## src/rtl/mux2_rr_arbiter_pkg.sv

```systemverilog
// Shared encodings for the two-requester round-robin arbiter: FSM states and
// the source tag carried with every registered beat.
package mux2_rr_arbiter_pkg;

    typedef enum logic [1:0] {
        IDLE   = 2'd0,
        LOCK_X = 2'd1,
        LOCK_Y = 2'd2
    } state_t;

    localparam logic SRC_X = 1'b0;
    localparam logic SRC_Y = 1'b1;

    // Lock state that holds the grant on the given source for the rest of a packet.
    function automatic state_t lock_of(input logic src);
        return (src == SRC_Y) ? LOCK_Y : LOCK_X;
    endfunction

    function automatic logic other_src(input logic src);
        return (src == SRC_Y) ? SRC_X : SRC_Y;
    endfunction

endpackage

```

## src/rtl/mux2_rr_arbiter_if.sv

```systemverilog
// Handshake bundle between two producers, the arbiter and one consumer.
// master = producer/consumer side, slave = arbiter side.
interface mux2_rr_arbiter_if #(
    parameter int N = 32
);
    logic         x_valid;
    logic [N-1:0] x_data;
    logic         x_last;
    logic         x_ready;

    logic         y_valid;
    logic [N-1:0] y_data;
    logic         y_last;
    logic         y_ready;

    logic         out_valid;
    logic [N-1:0] out_data;
    logic         out_last;
    logic         out_src;
    logic         out_ready;

    logic         sel;

    modport master (
        output x_valid, x_data, x_last,
        output y_valid, y_data, y_last,
        output out_ready,
        input  x_ready, y_ready,
        input  out_valid, out_data, out_last, out_src,
        input  sel
    );

    modport slave (
        input  x_valid, x_data, x_last,
        input  y_valid, y_data, y_last,
        input  out_ready,
        output x_ready, y_ready,
        output out_valid, out_data, out_last, out_src,
        output sel
    );
endinterface

```

## src/rtl/mux2_rr_arbiter_mux.sv

```systemverilog
// Plain 2:1 datapath mux; sel=0 passes a, sel=1 passes b.
module mux_2to1 #(
    parameter int N_DATA = 33
) (
    input  logic [N_DATA-1:0] a,
    input  logic [N_DATA-1:0] b,
    input  logic              sel,
    output logic [N_DATA-1:0] y
);
    assign y = sel ? b : a;
endmodule

```

## src/rtl/mux2_rr_arbiter.sv

```systemverilog
// Round-robin arbiter with packet locking between two valid/ready requesters,
// feeding a single-entry registered output stage through a 2:1 mux.
module mux2_rr_arbiter
    import mux2_rr_arbiter_pkg::*;
#(
    parameter int N = 32
) (
    input  logic           clk,
    input  logic           rst_n,
    mux2_rr_arbiter_if.slave bus
);

    state_t       state;
    logic         prio;
    logic         can_load;
    logic         grant_x;
    logic         grant_y;
    logic         sel_int;
    logic         x_fire;
    logic         y_fire;
    logic         vld_p0;
    logic [N:0]   beat_p0;

    assign can_load = !bus.out_valid || bus.out_ready;

    // In IDLE the grant is the arbitration result itself, so the two readies
    // can never be high together; once locked, only the owner is considered.
    always_comb begin
        grant_x = 1'b0;
        grant_y = 1'b0;
        case (state)
            IDLE: begin
                grant_x = bus.x_valid && (!bus.y_valid || (prio == SRC_X));
                grant_y = bus.y_valid && (!bus.x_valid || (prio == SRC_Y));
            end
            LOCK_X:  grant_x = 1'b1;
            LOCK_Y:  grant_y = 1'b1;
            default: ;
        endcase
    end

    assign sel_int     = rst_n && grant_y;
    assign bus.sel     = sel_int;
    assign bus.x_ready = rst_n && can_load && grant_x;
    assign bus.y_ready = rst_n && can_load && grant_y;

    assign x_fire = bus.x_valid && bus.x_ready;
    assign y_fire = bus.y_valid && bus.y_ready;
    assign vld_p0 = x_fire || y_fire;

    mux_2to1 #(
        .N_DATA (N + 1)
    ) u_mux (
        .a   ({bus.x_last, bus.x_data}),
        .b   ({bus.y_last, bus.y_data}),
        .sel (sel_int),
        .y   (beat_p0)
    );

    // ---- p0 -> p1: arbitration state and output register ----
    always_ff @(posedge clk or negedge rst_n) begin
        if (!rst_n) begin
            state         <= IDLE;
            prio          <= SRC_X;
            bus.out_valid <= 1'b0;
            bus.out_data  <= '0;
            bus.out_last  <= 1'b0;
            bus.out_src   <= SRC_X;
        end else begin
            if (vld_p0) begin
                bus.out_valid <= 1'b1;
                bus.out_data  <= beat_p0[N-1:0];
                bus.out_last  <= beat_p0[N];
                bus.out_src   <= sel_int;
            end else if (bus.out_ready) begin
                bus.out_valid <= 1'b0;
            end

            // A last beat always releases the lock and hands priority over.
            if (vld_p0) begin
                if (beat_p0[N]) begin
                    state <= IDLE;
                    prio  <= other_src(sel_int);
                end else begin
                    state <= lock_of(sel_int);
                end
            end
        end
    end

    a_one_ready: assert property (@(posedge clk) disable iff (!rst_n)
        !(bus.x_ready && bus.y_ready));

    a_hold_stable: assert property (@(posedge clk) disable iff (!rst_n)
        (bus.out_valid && !bus.out_ready) |=>
            (bus.out_valid && $stable(bus.out_data) && $stable(bus.out_last)
             && $stable(bus.out_src)));

    a_no_foreign_in_lock: assert property (@(posedge clk) disable iff (!rst_n)
        ((state == LOCK_X) |-> !bus.y_ready) and ((state == LOCK_Y) |-> !bus.x_ready));

endmodule

```

## src/flat_wrapper.sv

```systemverilog
// flat-port wrapper written by rule: the top's interface ports become plain ports
module mux2_rr_arbiter_flat import mux2_rr_arbiter_pkg::*;
#(
    parameter int N = 32
)
  (clk, rst_n, bus_x_valid, bus_x_data, bus_x_last, bus_y_valid, bus_y_data, bus_y_last, bus_out_ready, bus_x_ready, bus_y_ready, bus_out_valid, bus_out_data, bus_out_last, bus_out_src, bus_sel);
  mux2_rr_arbiter_if #(.N(N)) bus_i ();
  input  logic clk;
  input  logic rst_n;
  input wire logic [$bits(bus_i.x_valid)-1:0] bus_x_valid;
  input wire logic [$bits(bus_i.x_data)-1:0] bus_x_data;
  input wire logic [$bits(bus_i.x_last)-1:0] bus_x_last;
  input wire logic [$bits(bus_i.y_valid)-1:0] bus_y_valid;
  input wire logic [$bits(bus_i.y_data)-1:0] bus_y_data;
  input wire logic [$bits(bus_i.y_last)-1:0] bus_y_last;
  input wire logic [$bits(bus_i.out_ready)-1:0] bus_out_ready;
  output wire logic [$bits(bus_i.x_ready)-1:0] bus_x_ready;
  output wire logic [$bits(bus_i.y_ready)-1:0] bus_y_ready;
  output wire logic [$bits(bus_i.out_valid)-1:0] bus_out_valid;
  output wire logic [$bits(bus_i.out_data)-1:0] bus_out_data;
  output wire logic [$bits(bus_i.out_last)-1:0] bus_out_last;
  output wire logic [$bits(bus_i.out_src)-1:0] bus_out_src;
  output wire logic [$bits(bus_i.sel)-1:0] bus_sel;
  assign bus_i.x_valid = bus_x_valid;
  assign bus_i.x_data = bus_x_data;
  assign bus_i.x_last = bus_x_last;
  assign bus_i.y_valid = bus_y_valid;
  assign bus_i.y_data = bus_y_data;
  assign bus_i.y_last = bus_y_last;
  assign bus_i.out_ready = bus_out_ready;
  assign bus_x_ready = bus_i.x_ready;
  assign bus_y_ready = bus_i.y_ready;
  assign bus_out_valid = bus_i.out_valid;
  assign bus_out_data = bus_i.out_data;
  assign bus_out_last = bus_i.out_last;
  assign bus_out_src = bus_i.out_src;
  assign bus_sel = bus_i.sel;
  mux2_rr_arbiter #(.N(N)) u_core (.clk(clk), .rst_n(rst_n), .bus(bus_i));
endmodule
```

## config.mk

```make
export PLATFORM = sky130hd
export DESIGN_NAME = mux2_rr_arbiter_flat
export DESIGN_NICKNAME = d
export VERILOG_FILES = /design/src/rtl/mux2_rr_arbiter_pkg.sv /design/src/rtl/mux2_rr_arbiter_if.sv /design/src/rtl/mux2_rr_arbiter_mux.sv /design/src/rtl/mux2_rr_arbiter.sv /design/src/flat_wrapper.sv
export SDC_FILE = /design/constraint.sdc
export NUM_CORES = 1
export LEC_CHECK = 0
export CORE_UTILIZATION = 29
export CTS_CLUSTER_DIAMETER = 120
export DETAILED_ROUTE_END_ITERATION = 10
export PLACE_DENSITY = 0.66
export RECOVER_POWER = 25
export SYNTH_ARGS = -nofsm -noshare
export SYNTH_HDL_FRONTEND = slang
export SYNTH_HIERARCHICAL = 1
export SYNTH_SLANG_ARGS = --single-unit
```

## constraint.sdc

```tcl
create_clock -name clk -period 4.8 [get_ports clk]
set_clock_uncertainty 0.1 [all_clocks]
set_input_delay 0.96 -clock clk [delete_from_list [all_inputs] [get_ports clk]]
set_output_delay 0.96 -clock clk [all_outputs]
set_load 0.03 [all_outputs]
```

==> impl_metrics.json <==
{
  "status": "completed",
  "synth_seq_cells": 38,
  "startpoint_type": "input port",
  "grt_pass1_wl_microns": 7780,
  "synth_warnings": 6,
  "start_util_pct": 30.4,
  "cts_tree": "built",
  "p_leak_nw": 1.49,
  "pre_cts_ws_ns": 0.998,
  "syn-cell-area_sq_mm": 0.00224,
  "p_switching_w": 0.000783,
  "grt_usage_pct": 11.9,
  "report.final.setup_viol": 0,
  "hpwl_microns": 3320,
  "yosysSeqAreaShare_pct": 42.5,
  "port_buffers": 108,
  "r2r_setup_slack_ns": 2.25,
  "root_buffer": "clkbuf_8",
  "post-route-util_pct": 46.1,
  "post_cts_buffers": 0,
  "drive_gt1_share_pct": 32.4,
  "dpl_cell_area_sq_mm": 0.00332,
  "critPathKind": "in2out",
  "switching_share_pct": 38.7,
  "first_iter_violations": 32,
  "synth.distinct_cells": 24,
  "io_pins": 109,
  "hp-class": "in2async",
  "worstPathArrival_ns": 2.78,
  "power_density_mw_per_mm2": 597,
  "vias_per_cell": 4.34,
  "cap_violations": 0,
  "instances_no_fill": 346,
  "die_w_microns": 89.9,
  "timing.final.crit_period_ns": 3.84,
  "row_count": 31,
  "hold_viol": 0,
  "slew_viol_final": 0,
  "die_area_sq_mm": 0.00808,
  "detail-route-antenna-nets": 0,
  "min_period_over_period_pct": 80.0,
  "dr.pass1.iters": 3,
  "postCtsHoldBufs": 0,
  "p_int_w": 0.00124,
  "crit_path_end_kind": "primary output",
  "place_inst": 339,
  "routabilityCongestion": 0.769,
  "die_h_microns": 89.9,
  "antenna_found_initial": 0,
  "rsz0062_at_grt": "false",
  "core_area_sq_mm": 0.00737,
  "pwr-share-seq_pct": 28.7,
  "max-slew-margin-rel_pct": 46.2,
  "synth-edff-count": 0,
  "worstSkewPairLatency_ns": 0.28,
  "ir_worst_vdd_uv": 379,
  "fin_area_sq_mm": 0.00340,
  "synthArstFlopShare_pct": 100,
  "finalSetupTns_ns": 0,
  "nNetsFinal": 318,
  "worst_slack_ns": 0.962,
  "synth_cells": 138,
  "cts.sinks": 38,
  "worstMarginPinSlew_ns": 0.803,
  "numCtsBuffers": 5,
  "antenna_cells": 0,
  "syn_to_final_growth_pct": 51.7,
  "syn_nets": 209,
  "grt_pass1_vias": 1542,
  "ctsResizeCount": 0,
  "clk_path_buf_depth": 2,
  "clkPwrFrac_pct": 10.0,
  "clk_pin_slew_worst_paths_ns": 0.07,
  "synth.avg_cell_area_sq_um": 16.2,
  "cp.required_ns": 3.74,
  "cp_max_fo": 9,
  "grt_overflow": 0,
  "combinationalPowerShare_pct": 61.4,
  "ys.flop_type": "dfrtp_1",
  "htreeDepth": 2,
  "routed-via-count": 1503,
  "grt_max_degree": 44,
  "drt-total-wl_microns": 4700,
  "clock.fmax_ghz": 0.261,
  "wl_per_cell_microns": 13.6,
  "route.detailed.drc": 0
}
==> critical path, cell delays in order <==
cell             delay (ns)
clkdlybuf4s50_1        0.47
nand2b_1               0.34
nand2_1                0.13
nor3_1                 0.19
clkdlybuf4s50_1        0.70
==> worst paths after layout <==
kind	depth (start not counted)	startpoint	to
max	5	bus_out_ready	bus_x_ready
min	1	rst_n	u_core/bus.out_src
max reg2reg	7	u_core/state[0]	u_core/prio
min reg2reg	1	u_core/bus.out_last	u_core/bus.out_last
max in group asynchronous	2	rst_n	u_core/bus.out_data[27]
min in group clk	1	u_core/bus.out_last	u_core/bus.out_last
==> synth_stat cells, types with 2 or more instances <==
cell | count | area share, %
mux2_4 | 57 | 38
dfrtp_1 | 38 | 42
mux2_2 | 9 | 4.5
buf_12 | 4 | 3.6
buf_8 | 3 | 2.0
nor2_1 | 3 | 0.50
a21oi_1 | 2 | 0.45
a41oi_1 | 2 | 0.78
buf_6 | 2 | 1.0
nand2_1 | 2 | 0.34
nand2b_1 | 2 | 0.56
nor2b_4 | 2 | 1.2
==> kinds of logic after synthesis <==
group           synth area share, %
mux                            42.7
flops                          42.5
simple gates                   4.02
compound gates                 4.02
buf+inv                        6.76
==> metrics by stage <==
step                power [W]  hold slack (ns)
global route          0.00213            0.398
global placement      0.00182            0.383
finish                0.00203            0.389
floorplan             0.00143            0.387
CTS                   0.00205            0.357
detailed placement    0.00183            0.386
==> flip-flops by register name, summed over array words and instances (netlist names) <==
signal                count
u_core/bus.out_data      32
u_core/state              2
u_core/bus.out_last       1
u_core/bus.out_src        1
u_core/bus.out_valid      1
u_core/prio               1
==> cell usage in the layout, fill, tap and decap left out, types with 2 or more instances in the layout <==
cell / Yosys / final
clkdlybuf4s50_1: 0 / 107
mux2_4: 57 / 57
dfrtp_1: 38 / 38
mux2_2: 9 / 9
clkbuf_8: 0 / 5
clkbuf_1: 0 / 3
buf_4: 0 / 3
nand2b_1: 2 / 2
nor2b_4: 2 / 2
a21oi_1: 2 / 2
nand2_1: 2 / 2
nor2_1: 3 / 2
a41oi_1: 2 / 2
==> per-layer routing <==
| layer | wire [microns] | global-route usage (%) | vias to the layer above | part of all wire [%] |
|---|---|---|---|---|
| met4 | 17 | 3.23 | 0 | 0.36 |
| li1 | - | - | 710 | - |
| met5 | 0 | 0 | - | 0 |
| met2 | 2040 | 18.3 | 71 | 43 |
| met3 | 398 | 4.15 | 2 | 8.5 |
| met1 | 2240 | 15.8 | 720 | 48 |
==> layout make-up <==
class	count	area, sq um
Tap cell	99	124
Inverter	1	3.75
Fill cell	686	3970
Multi-Input combinational cell	90	1140
Timing Repair Buffer	111	1100
Sequential cell	38	951
Clock buffer	7	76.3
==> power by group through the flow <==
| stage | Combinational (W) | Clock [W] | Sequential, W |
|---|---|---|---|
| after floorplan | 0.000550 | 0 | 0.000876 |
| after global placement | 0.00125 | 0 | 0.000579 |
| after detailed placement | 0.00125 | 0 | 0.000584 |
| after CTS | 0.00126 | 0.000216 | 0.000581 |
| after global routing | 0.00130 | 0.000227 | 0.000603 |
| final | 0.00124 | 0.000202 | 0.000581 |
No activity file was read; power rests on OpenSTA's default activity.
